===== src/rtl/cclut_fine_position_if.sv =====
// Bus bundle for cclut_fine_position: both CLCT candidate inputs, counter clear, and the
// fine-position results. master = upstream driver/consumer, slave = the fine-position stage.
interface cclut_fine_position_if #(
    parameter int MXHSB   = 8,
    parameter int MXPIDB  = 4,
    parameter int MXOFFSB = 4,
    parameter int MXBNDB  = 5,
    parameter int MXCNTB  = 16
);
    logic               vld0,  vld1;
    logic [MXHSB-1:0]   hs0,   hs1;
    logic [MXPIDB-1:0]  pid0,  pid1;
    logic [MXOFFSB-1:0] offs0, offs1;
    logic [MXBNDB-1:0]  bend0, bend1;
    logic               cnt_clr;

    logic               vld_out0,   vld_out1;
    logic [MXHSB-1:0]   khs_out0,   khs_out1;
    logic               qs_out0,    qs_out1;
    logic               es_out0,    es_out1;
    logic [3:0]         slope_out0, slope_out1;
    logic               lr_out0,    lr_out1;
    logic [MXPIDB-1:0]  pid_out0,   pid_out1;
    logic               clamp0,     clamp1;
    logic [MXCNTB-1:0]  clamp_cnt0, clamp_cnt1;

    modport master (
        output vld0, vld1, hs0, hs1, pid0, pid1, offs0, offs1, bend0, bend1, cnt_clr,
        input  vld_out0, vld_out1, khs_out0, khs_out1, qs_out0, qs_out1, es_out0, es_out1,
               slope_out0, slope_out1, lr_out0, lr_out1, pid_out0, pid_out1,
               clamp0, clamp1, clamp_cnt0, clamp_cnt1
    );

    modport slave (
        input  vld0, vld1, hs0, hs1, pid0, pid1, offs0, offs1, bend0, bend1, cnt_clr,
        output vld_out0, vld_out1, khs_out0, khs_out1, qs_out0, qs_out1, es_out0, es_out1,
               slope_out0, slope_out1, lr_out0, lr_out1, pid_out0, pid_out1,
               clamp0, clamp1, clamp_cnt0, clamp_cnt1
    );
endinterface


===== src/rtl/cclut_fine_position.sv =====
// CCLUT fine position: offset code -> clamped eighth-strip key position, 2-clock pipeline per CLCT.
// Optional saturating clamp counters are built when CCLUT_CLAMP_CNT_EN is defined.
module cclut_fp_lane #(
    parameter int MXHSB   = 8,
    parameter int MXHS    = 224,
    parameter int MXPIDB  = 4,
    parameter int MXOFFSB = 4,
    parameter int MXBNDB  = 5,
    parameter int MXCNTB  = 16
) (
    input  logic               clock,
    input  logic               reset,
    input  logic               vld,
    input  logic [MXHSB-1:0]   hs,
    input  logic [MXPIDB-1:0]  pid,
    input  logic [MXOFFSB-1:0] offs,
    input  logic [MXBNDB-1:0]  bend,
    input  logic               cnt_clr,
    output logic               vld_out,
    output logic [MXHSB-1:0]   khs_out,
    output logic               qs_out,
    output logic               es_out,
    output logic [3:0]         slope_out,
    output logic               lr_out,
    output logic [MXPIDB-1:0]  pid_out,
    output logic               clamp_out,
    output logic [MXCNTB-1:0]  clamp_cnt
);
    // vld_pipe[0] is the capture register, vld_pipe[STAGES] the output valid
    localparam int STAGES = 1;
    localparam int ESW    = MXHSB + 2;
    // one guard bit above the nominal width so even hs=all-ones cannot wrap before the clamp
    localparam int RAWW   = MXHSB + 4;
    localparam logic signed [RAWW-1:0] ES_MAX    = RAWW'(4*MXHS-1);
    localparam logic signed [RAWW-1:0] OFFS_ZERO = RAWW'(7);

    logic [STAGES:0]    vld_pipe;
    logic [MXHSB-1:0]   hs_q;
    logic [MXPIDB-1:0]  pid_q;
    logic [MXOFFSB-1:0] offs_q;
    logic [MXBNDB-1:0]  bend_q;

    logic signed [RAWW-1:0] es_raw;
    logic [ESW-1:0]         es_pos;
    logic                   clamp;

    always_comb begin
        es_raw = $signed({2'b00, hs_q, 2'b00}) + $signed({{(RAWW-MXOFFSB){1'b0}}, offs_q}) - OFFS_ZERO;
        es_pos = es_raw[ESW-1:0];
        clamp  = 1'b0;
        if (es_raw[RAWW-1]) begin
            es_pos = '0;
            clamp  = 1'b1;
        end else if (es_raw > ES_MAX) begin
            es_pos = ES_MAX[ESW-1:0];
            clamp  = 1'b1;
        end
    end

    always_ff @(posedge clock) begin
        if (reset) begin
            vld_pipe  <= '0;
            hs_q      <= '0;
            pid_q     <= '0;
            offs_q    <= '0;
            bend_q    <= '0;
            khs_out   <= '0;
            qs_out    <= 1'b0;
            es_out    <= 1'b0;
            slope_out <= '0;
            lr_out    <= 1'b0;
            pid_out   <= '0;
            clamp_out <= 1'b0;
        end else begin
            vld_pipe <= {vld_pipe[STAGES-1:0], vld};
            hs_q     <= hs;
            pid_q    <= pid;
            offs_q   <= offs;
            bend_q   <= bend;
            if (vld_pipe[0]) begin
                khs_out   <= es_pos[ESW-1:2];
                qs_out    <= es_pos[1];
                es_out    <= es_pos[0];
                slope_out <= bend_q[3:0];
                lr_out    <= bend_q[MXBNDB-1];
                pid_out   <= pid_q;
                clamp_out <= clamp;
            end else begin
                khs_out   <= '0;
                qs_out    <= 1'b0;
                es_out    <= 1'b0;
                slope_out <= '0;
                lr_out    <= 1'b0;
                pid_out   <= '0;
                clamp_out <= 1'b0;
            end
        end
    end

    assign vld_out = vld_pipe[STAGES];

`ifdef CCLUT_CLAMP_CNT_EN
    logic [MXCNTB-1:0] cnt_q;

    always_ff @(posedge clock) begin
        if (reset || cnt_clr)
            cnt_q <= '0;
        else if (vld_pipe[0] && clamp && (cnt_q != '1))
            cnt_q <= cnt_q + 1'b1;
    end

    assign clamp_cnt = cnt_q;
`else
    logic unused_cnt_clr;
    assign unused_cnt_clr = cnt_clr;
    assign clamp_cnt      = '0;
`endif
endmodule

module cclut_fine_position #(
    parameter int MXHSB   = 8,
    parameter int MXHS    = 224,
    parameter int MXPIDB  = 4,
    parameter int MXOFFSB = 4,
    parameter int MXBNDB  = 5,
    parameter int MXCNTB  = 16
) (
    input logic                clock,
    input logic                reset,
    cclut_fine_position_if.slave bus
);
    localparam int NUM_LANES = 2;

    logic [NUM_LANES-1:0]              vld_i, vld_o, qs_o, es_o, lr_o, clamp_o;
    logic [NUM_LANES-1:0][MXHSB-1:0]   hs_i, khs_o;
    logic [NUM_LANES-1:0][MXPIDB-1:0]  pid_i, pid_o;
    logic [NUM_LANES-1:0][MXOFFSB-1:0] offs_i;
    logic [NUM_LANES-1:0][MXBNDB-1:0]  bend_i;
    logic [NUM_LANES-1:0][3:0]         slope_o;
    logic [NUM_LANES-1:0][MXCNTB-1:0]  cnt_o;

    assign vld_i  = {bus.vld1,  bus.vld0};
    assign hs_i   = {bus.hs1,   bus.hs0};
    assign pid_i  = {bus.pid1,  bus.pid0};
    assign offs_i = {bus.offs1, bus.offs0};
    assign bend_i = {bus.bend1, bus.bend0};

    for (genvar l = 0; l < NUM_LANES; l++) begin : g_lane
        cclut_fp_lane #(
            .MXHSB(MXHSB), .MXHS(MXHS), .MXPIDB(MXPIDB),
            .MXOFFSB(MXOFFSB), .MXBNDB(MXBNDB), .MXCNTB(MXCNTB)
        ) u_lane (
            .clock     (clock),
            .reset     (reset),
            .vld       (vld_i[l]),
            .hs        (hs_i[l]),
            .pid       (pid_i[l]),
            .offs      (offs_i[l]),
            .bend      (bend_i[l]),
            .cnt_clr   (bus.cnt_clr),
            .vld_out   (vld_o[l]),
            .khs_out   (khs_o[l]),
            .qs_out    (qs_o[l]),
            .es_out    (es_o[l]),
            .slope_out (slope_o[l]),
            .lr_out    (lr_o[l]),
            .pid_out   (pid_o[l]),
            .clamp_out (clamp_o[l]),
            .clamp_cnt (cnt_o[l])
        );
    end

    assign bus.vld_out0   = vld_o[0];
    assign bus.vld_out1   = vld_o[1];
    assign bus.khs_out0   = khs_o[0];
    assign bus.khs_out1   = khs_o[1];
    assign bus.qs_out0    = qs_o[0];
    assign bus.qs_out1    = qs_o[1];
    assign bus.es_out0    = es_o[0];
    assign bus.es_out1    = es_o[1];
    assign bus.slope_out0 = slope_o[0];
    assign bus.slope_out1 = slope_o[1];
    assign bus.lr_out0    = lr_o[0];
    assign bus.lr_out1    = lr_o[1];
    assign bus.pid_out0   = pid_o[0];
    assign bus.pid_out1   = pid_o[1];
    assign bus.clamp0     = clamp_o[0];
    assign bus.clamp1     = clamp_o[1];
    assign bus.clamp_cnt0 = cnt_o[0];
    assign bus.clamp_cnt1 = cnt_o[1];
endmodule


===== src/flat_wrapper.sv =====
// flat-port wrapper written by rule: the top's interface ports become plain ports
module cclut_fine_position_flat 
#(
    parameter int MXHSB   = 8,
    parameter int MXHS    = 224,
    parameter int MXPIDB  = 4,
    parameter int MXOFFSB = 4,
    parameter int MXBNDB  = 5,
    parameter int MXCNTB  = 16
)
  (clock, reset, bus_vld0, bus_vld1, bus_hs0, bus_hs1, bus_pid0, bus_pid1, bus_offs0, bus_offs1, bus_bend0, bus_bend1, bus_cnt_clr, bus_vld_out0, bus_vld_out1, bus_khs_out0, bus_khs_out1, bus_qs_out0, bus_qs_out1, bus_es_out0, bus_es_out1, bus_slope_out0, bus_slope_out1, bus_lr_out0, bus_lr_out1, bus_pid_out0, bus_pid_out1, bus_clamp0, bus_clamp1, bus_clamp_cnt0, bus_clamp_cnt1);
  cclut_fine_position_if #(.MXHSB(MXHSB), .MXPIDB(MXPIDB), .MXOFFSB(MXOFFSB), .MXBNDB(MXBNDB), .MXCNTB(MXCNTB)) bus_i ();
  input logic clock;
  input logic reset;
  input wire logic [$bits(bus_i.vld0)-1:0] bus_vld0;
  input wire logic [$bits(bus_i.vld1)-1:0] bus_vld1;
  input wire logic [$bits(bus_i.hs0)-1:0] bus_hs0;
  input wire logic [$bits(bus_i.hs1)-1:0] bus_hs1;
  input wire logic [$bits(bus_i.pid0)-1:0] bus_pid0;
  input wire logic [$bits(bus_i.pid1)-1:0] bus_pid1;
  input wire logic [$bits(bus_i.offs0)-1:0] bus_offs0;
  input wire logic [$bits(bus_i.offs1)-1:0] bus_offs1;
  input wire logic [$bits(bus_i.bend0)-1:0] bus_bend0;
  input wire logic [$bits(bus_i.bend1)-1:0] bus_bend1;
  input wire logic [$bits(bus_i.cnt_clr)-1:0] bus_cnt_clr;
  output wire logic [$bits(bus_i.vld_out0)-1:0] bus_vld_out0;
  output wire logic [$bits(bus_i.vld_out1)-1:0] bus_vld_out1;
  output wire logic [$bits(bus_i.khs_out0)-1:0] bus_khs_out0;
  output wire logic [$bits(bus_i.khs_out1)-1:0] bus_khs_out1;
  output wire logic [$bits(bus_i.qs_out0)-1:0] bus_qs_out0;
  output wire logic [$bits(bus_i.qs_out1)-1:0] bus_qs_out1;
  output wire logic [$bits(bus_i.es_out0)-1:0] bus_es_out0;
  output wire logic [$bits(bus_i.es_out1)-1:0] bus_es_out1;
  output wire logic [$bits(bus_i.slope_out0)-1:0] bus_slope_out0;
  output wire logic [$bits(bus_i.slope_out1)-1:0] bus_slope_out1;
  output wire logic [$bits(bus_i.lr_out0)-1:0] bus_lr_out0;
  output wire logic [$bits(bus_i.lr_out1)-1:0] bus_lr_out1;
  output wire logic [$bits(bus_i.pid_out0)-1:0] bus_pid_out0;
  output wire logic [$bits(bus_i.pid_out1)-1:0] bus_pid_out1;
  output wire logic [$bits(bus_i.clamp0)-1:0] bus_clamp0;
  output wire logic [$bits(bus_i.clamp1)-1:0] bus_clamp1;
  output wire logic [$bits(bus_i.clamp_cnt0)-1:0] bus_clamp_cnt0;
  output wire logic [$bits(bus_i.clamp_cnt1)-1:0] bus_clamp_cnt1;
  assign bus_i.vld0 = bus_vld0;
  assign bus_i.vld1 = bus_vld1;
  assign bus_i.hs0 = bus_hs0;
  assign bus_i.hs1 = bus_hs1;
  assign bus_i.pid0 = bus_pid0;
  assign bus_i.pid1 = bus_pid1;
  assign bus_i.offs0 = bus_offs0;
  assign bus_i.offs1 = bus_offs1;
  assign bus_i.bend0 = bus_bend0;
  assign bus_i.bend1 = bus_bend1;
  assign bus_i.cnt_clr = bus_cnt_clr;
  assign bus_vld_out0 = bus_i.vld_out0;
  assign bus_vld_out1 = bus_i.vld_out1;
  assign bus_khs_out0 = bus_i.khs_out0;
  assign bus_khs_out1 = bus_i.khs_out1;
  assign bus_qs_out0 = bus_i.qs_out0;
  assign bus_qs_out1 = bus_i.qs_out1;
  assign bus_es_out0 = bus_i.es_out0;
  assign bus_es_out1 = bus_i.es_out1;
  assign bus_slope_out0 = bus_i.slope_out0;
  assign bus_slope_out1 = bus_i.slope_out1;
  assign bus_lr_out0 = bus_i.lr_out0;
  assign bus_lr_out1 = bus_i.lr_out1;
  assign bus_pid_out0 = bus_i.pid_out0;
  assign bus_pid_out1 = bus_i.pid_out1;
  assign bus_clamp0 = bus_i.clamp0;
  assign bus_clamp1 = bus_i.clamp1;
  assign bus_clamp_cnt0 = bus_i.clamp_cnt0;
  assign bus_clamp_cnt1 = bus_i.clamp_cnt1;
  cclut_fine_position #(.MXHSB(MXHSB), .MXHS(MXHS), .MXPIDB(MXPIDB), .MXOFFSB(MXOFFSB), .MXBNDB(MXBNDB), .MXCNTB(MXCNTB)) u_core (.clock(clock), .reset(reset), .bus(bus_i));
endmodule

===== config.mk =====
export PLATFORM = sky130hd
export DESIGN_NAME = cclut_fine_position_flat
export DESIGN_NICKNAME = d
export VERILOG_FILES = /design/src/rtl/cclut_fine_position_if.sv /design/src/rtl/cclut_fine_position.sv /design/src/flat_wrapper.sv
export SDC_FILE = /design/constraint.sdc
export NUM_CORES = 1
export LEC_CHECK = 0
export ABC_AREA = 1
export CORE_MARGIN = 2
export CORE_UTILIZATION = 35
export DETAILED_ROUTE_END_ITERATION = 10
export PLACE_DENSITY = 0.67
export SYNTH_ARGS = -nofsm -noshare
export SYNTH_HDL_FRONTEND = slang
export SYNTH_SLANG_ARGS = --single-unit

===== constraint.sdc =====
create_clock -name clock -period 3.5 [get_ports clock]
set_clock_uncertainty 0.05 [all_clocks]
set_input_delay 0.7 -clock clock [delete_from_list [all_inputs] [get_ports clock]]
set_output_delay 0.7 -clock clock [all_outputs]
set_load 0.01 [all_outputs]

==> metrics <==
post-route setup TNS 0 ns; Worst slew margin 0.610; Filler cells 998; vias 2748; FMAX 411 MHz; crit-path leading delay family simple AND/OR/NAND/NOR gates; Sequential Power Share 0.497; Critical Path Max Stage Delay 0.40 ns; Finished Layout Cells 701; post-route ant nets 0; Max Cap Viol 0; CP startpoint kind register; final setup fails 0; VDD IR max 0.000218 V; Initial Util 0.355; met2 GRT Util 0.204; Top Ports 121; hold_buf cts 0; CP required 3.70 ns; share of layout cells above drive strength 1 0.0709; post-synthesis cell type count 28; clk sink count 86; core area 10200 um^2; vias in the first global route 2498; PortBufs 87; minimum hold slack 0.361 ns; CTS clk-pin slew, worst paths 0.09 ns; initial DRC count 52; placed insts 684; Worst Path Buf+Inv 2; Worst EP arrival 2.63 ns; Switching Fraction 0.244; DR WL/cell 8.89 um; combinational fraction of design power 0.134; final hold violation count 0; die width 106 um; most common cell after layout, fill and taps aside inv_1; Mapped Cells 469; Tot GR Track Use 0.118; CTS buffer count 9; YS warnings 0; pin count of the biggest net entering global routing 45; CP dominant cell by count nand2_1; synthesized area 3620 um^2; Clock Path Buffers 2; Most Crowded Layer GR met2; Hold Crit Class reg -> reg; Worst Path Max Fanout 11; routability-driven placement congestion ratio 0.843; most frequent cells in the layout inv_1, clkdlybuf4s50_1, dfxtp_1; placed wire-length estimate 4.96 mm; first-pass GRT wire length 10.6 mm; Cell Pwr Density 441 nW/um^2; initial antenna violation count 0; Internal 1580 uW; post-DR vias/cell 3.92; final worst path period share 0.696; register area share after synthesis 0.476; grt ovf 0; Slowest-stage cell, CP fa_1; # DRC 0; Routed WL 6.23 mm; Area Growth Syn to Fin 30.9%; Setup Fix Bufs, Post-CTS 0; RSZ-0062 raised after global routing no; Mean Syn Cell Area 7.71 um^2; clock share of power 0.369; Sw Pwr 510 uW; CTS tree yes; CP Capture Type register; # rows 37; crit-path cells ha_1, fa_1, nand3_1, xor2_1, nor2_1, nand2_1, inv_2, nand3_1, nand2_1, nand2_1, nand3_1, nand2_1, inv_1; final net count 616; DRT Pass-1 Iters 4; worst skew pair latency 0.34 ns; critical path class reg -> reg; Slew @ Worst Pin 0.579 ns; synthesized flop and latch total 86; fin. max-slew vios 0; LEAKAGE 0.00239 uW; min Tclk post-route 2.44 ns; Die Y 106 um; die area 11200 um^2; H-tree levels 3; status completed; routing usage on met1 0.130; post-CTS sizing 0; clock root buffer clkbuf_8; Util after Layout 0.465; met3 Use GR 0.0346
[layer usage]
| metal | routed length, um | vias to the layer above | share of wire |
|---|---|---|---|
| met1 | 2690 | 1174 | 0.43 |
| li1 | - | 1478 | - |
| met2 | 2980 | 81 | 0.48 |
| met4 | 153 | 0 | 0.025 |
| met3 | 407 | 15 | 0.065 |
| met5 | 0 | - | 0 |
[synthesized netlist by cell type (all sizes together)]
master | instances | share of area
a21oi | 3 | 0.0042
a31oi | 1 | 0.0017
buf | 35 | 0.073
clkbuf | 5 | 0.0052
conb | 1 | 0.0010
dfxtp | 86 | 0.48
fa | 2 | 0.011
ha | 8 | 0.028
inv | 110 | 0.11
nand2 | 79 | 0.088
nand3 | 32 | 0.052
nand3b | 1 | 0.0021
nand4 | 6 | 0.010
nor2 | 79 | 0.089
nor4 | 1 | 0.0017
o21ai | 5 | 0.0069
o21bai | 1 | 0.0021
xnor2 | 3 | 0.0073
xor2 | 11 | 0.027
[final cells by class]
| type | count | area [um^2] | share of cell area |
|---|---|---|---|
| antenna | 1 | 2.50 | 0.000529 |
| clock buffer | 10 | 138 | 0.0291 |
| clock inverter | 6 | 93.8 | 0.0198 |
| inverter | 110 | 413 | 0.0872 |
| multi-input combinational | 264 | 1320 | 0.278 |
| sequential | 86 | 1720 | 0.364 |
| tap | 136 | 170 | 0.0360 |
| timing repair buffer | 88 | 878 | 0.186 |
[state kept, by name (all words and copies together) (netlist names)]
register	cells
u_core.g_lane.u_lane.bend_q	10
u_core.g_lane.u_lane.clamp_out	2
u_core.g_lane.u_lane.es_out	2
u_core.g_lane.u_lane.hs_q	16
u_core.g_lane.u_lane.khs_out	16
u_core.g_lane.u_lane.lr_out	2
u_core.g_lane.u_lane.offs_q	8
u_core.g_lane.u_lane.pid_out	8
u_core.g_lane.u_lane.pid_q	8
u_core.g_lane.u_lane.qs_out	2
u_core.g_lane.u_lane.slope_out	8
u_core.g_lane.u_lane.vld_pipe	4
[worst reg2reg max path: stages, from the launching register on]
cell and delay (ns):
dfxtp_1 0.31, ha_1 0.22, fa_1 0.40, nand3_1 0.16, xor2_1 0.31, nor2_1 0.09, nand2_1 0.11, inv_2 0.06
nand3_1 0.06, nand2_1 0.05, nand2_1 0.25, nand3_1 0.12, nand2_1 0.10, inv_1 0.04
[logic make-up after synthesis]
kind of cell    Yosys count  synth area share
flops                    86             0.476
fa+ha+maj                10            0.0388
xor+xnor                 14            0.0339
buf+inv                 150             0.192
compound gates           10            0.0149
other cells               1           0.00104
simple gates            198             0.243
[path summary, 6_finish.rpt]
kind	slack [ns]	cells past startpoint	to	start
max reg2reg	1.06	13	u_core.g_lane[0].u_lane.khs_out[7]$_SDFF_PP0_	u_core.g_lane[0].u_lane.hs_q[0]$_SDFF_PP0_
max	1.06	13	u_core.g_lane[0].u_lane.khs_out[7]$_SDFF_PP0_	u_core.g_lane[0].u_lane.hs_q[0]$_SDFF_PP0_
min	0.36	2	u_core.g_lane[0].u_lane.pid_out[0]$_SDFF_PP0_	u_core.g_lane[0].u_lane.pid_q[0]$_SDFF_PP0_
min reg2reg	0.36	2	u_core.g_lane[0].u_lane.pid_out[0]$_SDFF_PP0_	u_core.g_lane[0].u_lane.pid_q[0]$_SDFF_PP0_
[power by group through the flow]
| stage | combinational (uW) | clock (uW) | sequential [uW] |
|---|---|---|---|
| floorplan | 195 | 0 | 1070 |
| global placement | 275 | 0 | 1060 |
| detailed placement | 279 | 0 | 1060 |
| CTS | 281 | 798 | 1040 |
| global route | 315 | 840 | 1040 |
| finish | 279 | 770 | 1040 |
[through the flow]
| step | setup WS [ns] | area (um^2) | total power (uW) |
|---|---|---|---|
| floorplan | 1.35 | 3730 | 1260 |
| detailed placement | 1.12 | 4500 | 1340 |
| CTS | 1.06 | 4730 | 2120 |
| global placement | 1.16 | 4500 | 1340 |
| finish | 1.06 | 4730 | 2090 |
| global route | 0.834 | 4730 | 2200 |
(Power assumes the default switching activity.)
